--- src/rtl/shift_pkg.sv ---
// Shared definitions for the pipelined barrel shifter: opcode encodings and
// the helper that spreads log levels across pipeline stages.
package shift_pkg;

    localparam logic [2:0] OP_SLL  = 3'd0;
    localparam logic [2:0] OP_SRL  = 3'd1;
    localparam logic [2:0] OP_SRA  = 3'd2;
    localparam logic [2:0] OP_ROR  = 3'd3;
    localparam logic [2:0] OP_ROL  = 3'd4;
    localparam logic [2:0] OP_PASS = 3'd5;

    // Levels per stage; the final stage takes whatever is left over.
    function automatic int group_size(input int levels, input int stages);
        return (levels + stages - 1) / stages;
    endfunction

endpackage

--- src/rtl/barrel_shift_level.sv ---
// One log level of the right-shift network: shifts or rotates right by SHIFT
// when enabled, back-filling with fill_i for plain shifts.
module barrel_shift_level #(
    parameter int DATA_WIDTH = 32,
    parameter int SHIFT      = 1
) (
    input  logic [DATA_WIDTH-1:0] data_i,
    input  logic                  en_i,
    input  logic                  rotate_i,
    input  logic                  fill_i,
    output logic [DATA_WIDTH-1:0] data_o
);

    logic [SHIFT-1:0] top_bits;

    assign top_bits = rotate_i ? data_i[SHIFT-1:0] : {SHIFT{fill_i}};
    assign data_o   = en_i ? {top_bits, data_i[DATA_WIDTH-1:SHIFT]} : data_i;

endmodule

--- src/rtl/barrel_shift_pipe.sv ---
// Pipelined barrel shifter with valid/ready on both sides. Left operations run
// through the right-shift network on a bit-reversed operand.
module barrel_shift_pipe
    import shift_pkg::*;
#(
    parameter int DATA_WIDTH = 32,
    parameter int ADDR_WIDTH = 5,
    parameter int STAGES     = 2,
    parameter int TAG_WIDTH  = 4
) (
    input  logic                  clk,
    input  logic                  rst,
    input  logic                  flush,
    input  logic                  in_valid,
    output logic                  in_ready,
    input  logic [DATA_WIDTH-1:0] in_data,
    input  logic [ADDR_WIDTH-1:0] in_shamt,
    input  logic [2:0]            in_op,
    input  logic [TAG_WIDTH-1:0]  in_tag,
    output logic                  out_valid,
    input  logic                  out_ready,
    output logic [DATA_WIDTH-1:0] out_data,
    output logic                  out_carry,
    output logic                  out_zero,
    output logic [TAG_WIDTH-1:0]  out_tag
);

    localparam int W = DATA_WIDTH;
    localparam int A = ADDR_WIDTH;
    localparam int G = group_size(A, STAGES);
    localparam logic [A-1:0] SH_ONE = 1;

    logic [STAGES-1:0]    valid_q;
    logic [STAGES-1:0]    adv;
    logic [W-1:0]         dat_q   [STAGES];
    logic [A-1:0]         sh_q    [STAGES];
    logic                 rot_q   [STAGES];
    logic                 fill_q  [STAGES];
    logic                 left_q  [STAGES];
    logic                 carry_q [STAGES];
    logic [TAG_WIDTH-1:0] tag_q   [STAGES];
    logic                 zero_q;

    logic         in_left, in_rot, in_fill, in_pass, in_carry;
    logic [A-1:0] idx_l, idx_r, in_sh;
    logic [W-1:0] in_rev, in_pre;

    for (genvar b = 0; b < W; b++) begin : g_rev_in
        assign in_rev[b] = in_data[W-1-b];
    end

    // Carry is taken from the operand so it never depends on the network.
    always_comb begin
        in_left = 1'b0;
        in_rot  = 1'b0;
        in_fill = 1'b0;
        in_pass = (in_op >= OP_PASS);
        case (in_op)
            OP_SLL:  in_left = 1'b1;
            OP_SRL:  ;
            OP_SRA:  in_fill = in_data[W-1];
            OP_ROR:  in_rot = 1'b1;
            OP_ROL:  begin
                in_left = 1'b1;
                in_rot  = 1'b1;
            end
            default: ;
        endcase
        idx_r    = in_shamt - SH_ONE;
        idx_l    = ~in_shamt + SH_ONE;
        in_carry = 1'b0;
        if (!in_pass && (in_shamt != '0)) begin
            in_carry = in_left ? in_data[idx_l] : in_data[idx_r];
        end
        in_sh  = in_pass ? '0 : in_shamt;
        in_pre = in_left ? in_rev : in_data;
    end

    always_comb begin
        logic all_full;
        adv = '0;
        for (int k = 0; k < STAGES; k++) begin
            all_full = 1'b1;
            for (int j = k; j < STAGES; j++) begin
                all_full = all_full & valid_q[j];
            end
            adv[k] = out_ready | ~all_full;
        end
    end

    assign in_ready = adv[0];

    always_ff @(posedge clk or posedge rst) begin
        if (rst) begin
            valid_q <= '0;
        end else if (flush) begin
            valid_q <= '0;
        end else begin
            if (adv[0]) valid_q[0] <= in_valid;
            for (int k = 1; k < STAGES; k++) begin
                if (adv[k]) valid_q[k] <= valid_q[k-1];
            end
        end
    end

    for (genvar k = 0; k < STAGES; k++) begin : g_stage
        localparam int LO = k * G;
        localparam int HI = (LO + G > A) ? A : LO + G;
        localparam int N  = (HI > LO) ? HI - LO : 0;

        logic [W-1:0]         src_dat;
        logic [A-1:0]         src_sh;
        logic                 src_rot, src_fill, src_left, src_carry;
        logic [TAG_WIDTH-1:0] src_tag;
        logic [W-1:0]         chain [N+1];
        logic [W-1:0]         dat_d;
        logic                 unused_src;

        if (k == 0) begin : g_src_in
            assign src_dat   = in_pre;
            assign src_sh    = in_sh;
            assign src_rot   = in_rot;
            assign src_fill  = in_fill;
            assign src_left  = in_left;
            assign src_carry = in_carry;
            assign src_tag   = in_tag;
        end else begin : g_src_pipe
            assign src_dat   = dat_q[k-1];
            assign src_sh    = sh_q[k-1];
            assign src_rot   = rot_q[k-1];
            assign src_fill  = fill_q[k-1];
            assign src_left  = left_q[k-1];
            assign src_carry = carry_q[k-1];
            assign src_tag   = tag_q[k-1];
        end

        assign chain[0]   = src_dat;
        assign unused_src = ^{src_sh, src_rot, src_fill};

        for (genvar j = 0; j < N; j++) begin : g_lvl
            barrel_shift_level #(
                .DATA_WIDTH(W),
                .SHIFT     (1 << (LO + j))
            ) u_lvl (
                .data_i  (chain[j]),
                .en_i    (src_sh[LO + j]),
                .rotate_i(src_rot),
                .fill_i  (src_fill),
                .data_o  (chain[j+1])
            );
        end

        if (k == STAGES - 1) begin : g_last
            logic [W-1:0] grp_rev;
            logic         unused_tail;
            for (genvar b = 0; b < W; b++) begin : g_rev_out
                assign grp_rev[b] = chain[N][W-1-b];
            end
            assign dat_d       = src_left ? grp_rev : chain[N];
            assign unused_tail = ^{sh_q[k], rot_q[k], fill_q[k], left_q[k]};

            always_ff @(posedge clk or posedge rst) begin
                if (rst) zero_q <= 1'b0;
                else if (adv[k]) zero_q <= (dat_d == '0);
            end
        end else begin : g_mid
            assign dat_d = chain[N];
        end

        always_ff @(posedge clk or posedge rst) begin
            if (rst) begin
                dat_q[k]   <= '0;
                sh_q[k]    <= '0;
                rot_q[k]   <= 1'b0;
                fill_q[k]  <= 1'b0;
                left_q[k]  <= 1'b0;
                carry_q[k] <= 1'b0;
                tag_q[k]   <= '0;
            end else if (adv[k]) begin
                dat_q[k]   <= dat_d;
                sh_q[k]    <= src_sh;
                rot_q[k]   <= src_rot;
                fill_q[k]  <= src_fill;
                left_q[k]  <= src_left;
                carry_q[k] <= src_carry;
                tag_q[k]   <= src_tag;
            end
        end
    end

    assign out_valid = valid_q[STAGES-1];
    assign out_data  = dat_q[STAGES-1];
    assign out_carry = carry_q[STAGES-1];
    assign out_zero  = zero_q;
    assign out_tag   = tag_q[STAGES-1];

endmodule
--- config.mk ---
export PLATFORM = sky130hd
export DESIGN_NAME = barrel_shift_pipe
export DESIGN_NICKNAME = d
export VERILOG_FILES = /design/src/rtl/shift_pkg.sv /design/src/rtl/barrel_shift_level.sv /design/src/rtl/barrel_shift_pipe.sv
export SDC_FILE = /design/constraint.sdc
export NUM_CORES = 1
export LEC_CHECK = 0
export ABC_CLOCK_PERIOD_IN_PS = 2600
export CAP_MARGIN = 30
export CORE_UTILIZATION = 30
export DETAILED_ROUTE_END_ITERATION = 8
export PLACE_DENSITY = 0.57
export SYNTH_ARGS = -nofsm -noshare
export SYNTH_HDL_FRONTEND = slang
export SYNTH_SLANG_ARGS = --single-unit
--- constraint.sdc ---
create_clock -name clk -period 2.6 [get_ports clk]
set_input_delay 0.65 -clock clk [delete_from_list [all_inputs] [get_ports clk]]
set_output_delay 0.65 -clock clk [all_outputs]
set_load 0.02 [all_outputs]
======== Word-level counts from Yosys, hierarchy flattened ========
Cells that the tools add are included.
Widths: inputs -> output; s select.
word-level totals
  logic and storage cells ................. 61
  output and inout bits ................... 40
  flip-flop bits (word level) ............. 85
  bits of input ports ..................... 49
cells by class
  mux-type cells .......................... 25
  $lt $le $gt $ge ......................... 3
  reductions and logical operators ........ 9
  add/subtract/negate cells ............... 2
  equal/unequal tests ..................... 3
  bitwise operators ....................... 6
operators with widths
  operator             count
  $mux 32              7
  $logic_not 32->1     1
  $mux 16              1
  $lt 5x6->1 const B   2
  $bmux 1 s5           2
  $mux 1               10
  $mux 8               1
  $eq 3x2->1 const B   2
  $add 5x1->5 const B  1
  $mux 5               1
  $not 5->5            1
  $reduce_bool 5->1    1
  $sub 5x1->5 const B  1
  $mux 2               2
  $mux 4               1
  $reduce_bool 2->1    2
  $reduce_or 2->1      2
  $eq 3x3->1 const B   1
  $ge 3x3->1 const B   1
  $logic_not 3->1      1
  $not 1->1            2
  $or 1x1->1           2
  $and 1x1->1          1
  $logic_and 1x1->1    1
  $logic_not 1->1      1

======== Logic depth before layout (Yosys ltp) ========
Gate-level depths: netlist (run 1).
  depth in word-level cells ............... 10
  mapped depth ............................ 13
  gate-level depth less buffers ........... 8

======== Hierarchy ========
From an unflattened synthesis (run 1), not the netlist that was laid out.
second synthesis, totals
  cell total of the unflattened synthesis .. 700
  area, all modules ....................... 7323.3 um2
modules (own cells, without submodules)
  module                                          seq. area each (um2)  area each (um2)  times used  cells an instance
  barrel_shift_pipe                               2052.0                4539.4           1           448
  barrel_shift_level (g_stage[1].g_lvl[1].u_lvl)  0.0                   643.1            1           74
  barrel_shift_level (g_stage[0].g_lvl[0].u_lvl)  0.0                   544.3            1           38
  barrel_shift_level (g_stage[0].g_lvl[2].u_lvl)  0.0                   540.5            1           45
  barrel_shift_level (g_stage[0].g_lvl[1].u_lvl)  0.0                   535.5            1           40
  barrel_shift_level (g_stage[1].g_lvl[0].u_lvl)  0.0                   520.5            1           55

======== Least setup slack after synthesis (run 1) ========
OpenSTA, ideal clock, no wires.
  kind .................................... in2reg
  start ................................... in in_shamt[0]
  end ..................................... reg carry_q, in the netlist g_stage[1].src_carry
  slack ................................... -0.399 ns
  library setup time ...................... 0.131 ns
  stages .................................. 12
  data required time ...................... 2.469 ns
  buffers on the path ..................... 5
  arrival time ............................ 2.868 ns
  cell sequence ........................... buf_6 -> buf_12 -> buf_6 -> inv_2 -> ha_1 -> clkbuf_1 -> buf_4 -> mux4_1 -> mux4_2 -> mux2i_1 -> or4_1 -> o211ai_1
between the ends
  longest elaborated chain between the ends .. 6
  elaborated cells on any way between the ends .. 11
  those cells by class .................... 2 x add/sub; 6 x mux; 1 x bitwise; 2 x reduce/logical
RTL lines
  what                             line                      source
  from (decl)                      barrel_shift_pipe.sv:17   input logic [ADDR_WIDTH-1:0] in_shamt,
  $not 5->5                        barrel_shift_pipe.sv:70   idx_l = ~in_shamt + SH_ONE;
  $add 5x1->5                      barrel_shift_pipe.sv:70
  $bmux 1 s5                       barrel_shift_pipe.sv:73   in_carry = in_left ? in_data[idx_l] : in_data[idx_r];
  $mux 1 (not written as such)     barrel_shift_pipe.sv:73
  $mux 1                           barrel_shift_pipe.sv:73
  $mux 1 *                         barrel_shift_pipe.sv:72   if (!in_pass && (in_shamt != '0)) begin
  to (signal, indexed assignment)  barrel_shift_pipe.sv:185  carry_q[k] <= src_carry;
  to (decl)                        barrel_shift_pipe.sv:40   logic carry_q [STAGES];
Every way passes the cells marked *; elsewhere a longest branch is shown, timed or not. The select of a mux whose other input is x is not followed.
A chain may end at the register's enable or synchronous reset.

======== Worst setup path after layout (run 1) ========
  start ................................... in in_shamt[1]
  end ..................................... reg carry_q, in the netlist g_stage[1].src_carry
Same word-level chain as after synthesis.

==> impl_metrics.yaml, run 1 <==
sta:
  drv_slew: 0
  finClkSkew_ps: 7.136
  maxSlewHeadroom_pct: 50.24
  period_share_pct: 96.19
  fin_crit_ps: 2501
  worstMarginPinSlew_ps: 745.6
  setup_violations: 0
  tns_ps: 0
  hold_violations: 0
  max_freq_mhz: 399.9
  layout_setup_ws_ps: 99.14
  holdWs_ps: 468.2
  rsz0062_at_grt: "false"
die:
  die_area_sq_um: 24950
  start_util_pct: 30.82
  core_sq_um: 23680
  ios: 89
  rows: 56
  fp.dieW_um: 158.0
  dieHeight_um: 158.0
critical_path:
  worst_path_dominant_cell_family: "multiplexers"
  path_buf_inv: 2
  cp-start-kind: "primary input"
  critPathCaptureType: "flip-flop"
  slowest_stage: "clkdlybuf4s50_1"
  arrival_ps: 2730
  path_max_fanout: 10
  worstPathCellList: "clkdlybuf4s50_1 > inv_1 > ha_4 > mux4_1 > mux4_2 > mux2i_1 > or4_1 > o211ai_1"
  worstSetupPathType: "in -> reg"
  critPathMaxStageDelay_ps: 490
  worstPathRequired_ps: 2830
clock_tree:
  cts_inserted_buffers: 9
  cts_tree: "yes"
  h-tree-depth: 3
  clk_latency_ps: 350
  post_cts.repair.setup_buffers: 0
  postCtsHoldBufs: 0
  cts.path.max_buffers: 2
  cts_root_buf: "clkbuf_16"
  numClockSinks: 82
  clk_pin_slew_ps: 70
run_status:
  status: "finished, final reports clean"
grt:
  grt_pass1_vias: 6647
  antenna_found_initial: 0
  grt_overflow: 0
  grt_pass1_wl_um: 36880
  grt_usage_pct: 19.10
  grt_max_degree: 83
synth:
  synth-edff-count: 0
  syn_nets: 894
  syn_area_per_cell_sq_um: 8.657
  yosysSeqAreaShare_pct: 28.12
  synthArstFlopShare_pct: 100.0
  syn_area_sq_um: 7298
  yosys_warnings: 0
  netlist_instances: 843
  synth-main-ff-cell: "dfrtp_1"
  synth-seq-cells: 82
  synth_cell_types: 73
detailed_routing:
  dr.pass1.iters: 7
  route.final.wire_length_um: 23000
  route.detailed.drc: 0
  wl_per_cell_um: 17.44
  drt.antenna.violating_nets: 0
  viasPerCell: 5.266
  vias: 6946
  first_iter_violations: 461
run:
  cap_viol_max_count: 0
final_layout:
  instances_no_fill: 1319
  drive_above_1_share_pct: 22.80
  final_common_cell: "nand2_1"
  n_fill_cell: 2436
  mostFrequentLayoutCells: "nand2_1 (122), buf_4 (117), mux2i_1 (95)"
  area_growth_pct: 30.98
  n_antenna_cell: 0
  layout.nets: 1046
place:
  place_inst: 1303
  port-buffer-count: 88
  post-place-ws_ps: -250.4
  globalplace.congestion: 0.9036
  dp.final_hpwl_um: 17930
worst_hold_path:
  hold_path.class: "reg -> reg"
power:
  ir_drop_v: 0.0004167
  total_power_mw: 5.034
  powerDensity_nw_per_um2: 526.6
  total_leakage_power_nw: 3.970
cell type report:
| cell class | count | area (sq um) | area share (%) |
|---|---|---|---|
| tap | 319 | 399.1 | 4.175 |
| clock buffer | 10 | 239.0 | 2.500 |
| timing repair buffer | 215 | 1953 | 20.43 |
| sequential | 82 | 2053 | 21.48 |
| clock inverter | 6 | 65.06 | 0.6806 |
| inverter | 12 | 53.80 | 0.5628 |
| multi-input combinational | 675 | 4796 | 50.17 |
power by group:
| part | switching [mW] | internal (mW) |
|---|---|---|
| clock network | 0.540 | 0.771 |
| registers | 0.246 | 1.49 |
| logic | 0.996 | 0.992 |
cells by family (layout without fill, tap and decap cells):
| group | after synthesis | after routing | synth area share, % |
|---|---|---|---|
| buffers and inverters | 86 | 243 | 6.412 |
| AO/OA/AOI/OAI | 232 | 232 | 20.30 |
| multiplexers | 156 | 156 | 27.02 |
| adder cells (fa/ha/maj) | 2 | 2 | 0.3428 |
| AND/OR/NAND/NOR | 282 | 282 | 17.20 |
| flip-flops | 82 | 82 | 28.12 |
| XOR/XNOR | 3 | 3 | 0.6173 |
repair_timing:
item,CTS,global route
endpoints found under the hold margin,0,0
gates resized for setup,1,1
endpoints found under the setup margin,1,1
Yosys cell counts, types with 4 or more instances:
| library cell | instances | area, sq um |
|---|---|---|
| a31oi_1 | 22 | 137.6 |
| and2_1 | 13 | 81.33 |
| a21o_1 | 4 | 30.03 |
| o22ai_1 | 4 | 25.02 |
| nand2b_1 | 6 | 37.54 |
| mux2i_1 | 95 | 950.9 |
| buf_6 | 6 | 67.56 |
| nor3b_1 | 4 | 30.03 |
| a21oi_1 | 75 | 375.4 |
| clkbuf_1 | 31 | 116.4 |
| buf_4 | 7 | 52.55 |
| nand4_1 | 8 | 50.05 |
| o211ai_1 | 6 | 45.04 |
| mux4_2 | 24 | 540.5 |
| mux4_1 | 4 | 105.1 |
| nand2_1 | 122 | 457.9 |
| o21ai_0 | 41 | 205.2 |
| nor2_1 | 88 | 330.3 |
| nor3_1 | 5 | 25.02 |
| buf_2 | 24 | 120.1 |
| a31o_2 | 4 | 35.03 |
| a211oi_1 | 33 | 247.7 |
| inv_1 | 10 | 37.54 |
| dfrtp_1 | 82 | 2052 |
| a21oi_2 | 5 | 43.79 |
| mux2_2 | 32 | 360.4 |
| a22o_1 | 4 | 35.03 |
| nor2b_1 | 15 | 93.84 |
| nand3_1 | 6 | 30.03 |
metal layers:
| metal | global-route usage [%] | up-vias | routed length (um) |
|---|---|---|---|
| met5 | 0 | - | 0 |
| met1 | 26.68 | 3341 | 10830 |
| met2 | 31.45 | 172 | 10970 |
| met3 | 2.108 | 20 | 926 |
| met4 | 4.533 | 0 | 280 |
| li1 | - | 3413 | - |
flip-flops by register name, indices dropped and copies added, names as in the netlist:
register	flops
g_stage.src_dat	32
out_data	32
g_stage.src_tag	4
out_tag	4
g_stage.src_sh	2
valid_q	2
g_stage.src_carry	1
g_stage.src_fill	1
g_stage.src_left	1
g_stage.src_rot	1
out_carry	1
out_zero	1
path summary, 6_finish.rpt:
kind	from	end	slack [ps]	cells after the start
worst max-delay path	in_shamt[1]	g_stage[1].src_carry$_DFFE_PP0P_	100	8
worst min-delay path	out_tag[3]$_DFFE_PP0P_	out_tag[3]$_DFFE_PP0P_	470	2
worst max register to register	g_stage[1].src_sh[4]$_DFFE_PP0P_	out_zero$_DFFE_PP0P_	220	7
worst min register to register	out_tag[3]$_DFFE_PP0P_	out_tag[3]$_DFFE_PP0P_	470	2
max in group asynchronous	rst	g_stage[1].src_sh[3]$_DFFE_PP0P_	1420	3
min in group asynchronous	rst	out_data[22]$_DFFE_PP0P_	730	3
tightest hold or removal path: stages (launching register included):
cell,delay [ps]
dfrtp_1,340
nand2_1,50
nand2_1,50
through the flow:
stage,utilization [%],instance area (sq um)
finish,40.36,9559
detailed placement,39.06,9250
global route,40.36,9559
CTS,40.34,9553
floorplan,-,7346
global placement,39.06,9250
Power figures use the tool's default switching activity.
==> inputs of run 2 (changes only) <==
Settings changed: SLEW_MARGIN from default to 20.
==> results of run 2 <==
The final DEF is identical to that of run 1; final timing and power are the same.
==> inputs of run 3 (changes only) <==
Settings changed: MAX_ROUTING_LAYER from default to met4.
==> run 3 against run 2 <==
Non-clock buffer count shrank 4. Global-route usage grew 0.56 points. First-iteration DRC count shrank 9.1%. Sequential share of layout area is the same. Clock skew grew 0.66 ps. Wire length grew 0.39%. Maximum frequency grew 1.5%. Critical path depth is the same. Worst hold slack lost 2.2 ps. Sequential power is essentially flat. Cell count shrank 0.30%. Power grew 0.36%. Largest cell class unchanged. Highest routed layer unchanged.
==> impl_metrics.yaml, run 3 (synthesis gave the netlist of run 1 again) <==
run_status:
  status: "finished, final reports clean"
detailed_routing:
  route.final.wire_length_um: 23090
  wl_per_cell_um: 17.56
  route.detailed.drc: 0
  vias: 6976
  viasPerCell: 5.305
  dr.pass1.iters: 5
  drt.antenna.violating_nets: 0
  first_iter_violations: 419
place:
  dp.final_hpwl_um: 17900
  globalplace.congestion: 0.9158
  port-buffer-count: 88
grt:
  antenna_found_initial: 0
  grt_usage_pct: 19.67
  grt_overflow: 0
  grt_pass1_vias: 6749
  grt_pass1_wl_um: 37120
  grt_max_degree: 83
sta:
  maxSlewHeadroom_pct: 47.92
  hold_violations: 0
  tns_ps: 0
  finClkSkew_ps: 7.801
  period_share_pct: 94.80
  worstMarginPinSlew_ps: 780.4
  max_freq_mhz: 405.7
  rsz0062_at_grt: "false"
  drv_slew: 0
  setup_violations: 0
  fin_crit_ps: 2465
critical_path:
  cp-start-kind: "primary input"
  worstPathRequired_ps: 2800
  critPathCaptureType: "flip-flop"
  arrival_ps: 2670
  worstPathCellList: "clkdlybuf4s50_1 > or2_1 > a21oi_4 > buf_4 > buf_12 > mux2i_1 > mux2_2 > a21oi_1"
  critPathMaxStageDelay_ps: 410
  slowest_stage: "clkdlybuf4s50_1"
  path_max_fanout: 8
  worstSetupPathType: "in -> reg"
final_layout:
  drive_above_1_share_pct: 22.79
  layout.nets: 1042
  area_growth_pct: 30.98
  n_antenna_cell: 0
  seq_area_sq_um: 2053
  final_common_cell: "nand2_1"
  n_fill_cell: 2443
  mostFrequentLayoutCells: "nand2_1 (122), buf_4 (111), mux2i_1 (95)"
  multi_input_area_sq_um: 4798
power:
  total_power_mw: 5.052
  ir_drop_v: 0.0003163
  powerDensity_nw_per_um2: 528.5
  total_leakage_power_nw: 3.958
die:
  die_area_sq_um: 24950
  dieHeight_um: 158.0
  ios: 89
  rows: 56
  fp.dieW_um: 158.0
  core_sq_um: 23680
  start_util_pct: 30.82
clock_tree:
  cts_tree: "yes"
  h-tree-depth: 3
  cts_inserted_buffers: 9
  clk_pin_slew_ps: 70
  cts_root_buf: "clkbuf_16"
  numClockSinks: 82
  clk_latency_ps: 350
  postCtsHoldBufs: 0
  cts.path.max_buffers: 2
worst_hold_path:
  hold_path.class: "reg -> reg"
run:
  cap_viol_max_count: 0
run 3: changes by cell type in the layout (fill, tap and decap cells not counted), sizes merged:
cell	previous run	this run
buf	128	124
dlymetal6s2s	0	1
clkinvlp	2	3
clkdlybuf4s50	86	85
inv	12	13
clkinv	3	1
run 3: where the power goes:
part | switching, mW | total (mW) | internal [mW]
Combinational | 1.01 | 2.00 | 0.997
Sequential | 0.236 | 1.72 | 1.49
Clock | 0.544 | 1.33 | 0.781
Total | 1.79 | 5.05 | 3.27
run 3: routing by layer:
layer,global-route usage [%],wire (um),vias up
met5,-,0,-
met4,4.762,381,0
met3,2.902,973,27
met2,31.15,10900,185
met1,26.34,10840,3377
li1,-,-,3387
run 3: final cells by class:
cell class / instances / area share (%)
clock inverters: 6 / 0.7723
clock buffers: 10 / 2.500
repair buffers: 211 / 20.31
flip-flops and latches: 82 / 21.48
well taps: 319 / 4.175
inverters: 12 / 0.5628
multi-input cells: 675 / 50.20
run 3: worst paths after layout:
path | slack [ps] | endpoint | startpoint | cells past startpoint
worst min-delay path | 470 | out_tag[0]$_DFFE_PP0P_ | out_tag[0]$_DFFE_PP0P_ | 2
min in group asynchronous | 780 | out_data[22]$_DFFE_PP0P_ | rst | 3
worst max-delay path | 140 | g_stage[1].src_dat[5]$_DFFE_PP0P_ | in_op[1] | 8
max in group asynchronous | 1470 | g_stage[1].src_sh[3]$_DFFE_PP0P_ | rst | 3
worst min register to register | 470 | out_tag[0]$_DFFE_PP0P_ | out_tag[0]$_DFFE_PP0P_ | 2
worst max register to register | 180 | out_zero$_DFFE_PP0P_ | g_stage[1].src_sh[3]$_DFFE_PP0P_ | 7
run 3: worst max-delay path, delay by kind of cell:
family	cells	cell delay, ps
AO/OA/AOI/OAI	2	400
buffers and inverters	3	780
multiplexers	2	510
AND/OR/NAND/NOR	1	310
run 3: metrics by stage:
stage          hold slack, ps  area (sq um)  setup WS (ps)  utilization, %  instances
2_1_floorplan           438.6          7346         -156.5               -        843
3_3_place_gp            450.4          9205         -232.6           38.87       1297
3_5_place_dp            455.7          9205         -286.2           38.87       1297
4_1_cts                 471.0          9517          76.03           40.18       1313
5_1_grt                 504.3          9559          37.26           40.36       1315
6_report                466.0          9559          135.1           40.36       1315
run 3: repair_timing:
item | CTS | global route
endpoints found under the hold margin | 0 | 0
pin swaps | 0 | 2
buffers inserted | 0 | 2
gates resized for setup | 1 | 8
setup endpoints to repair | 1 | 4
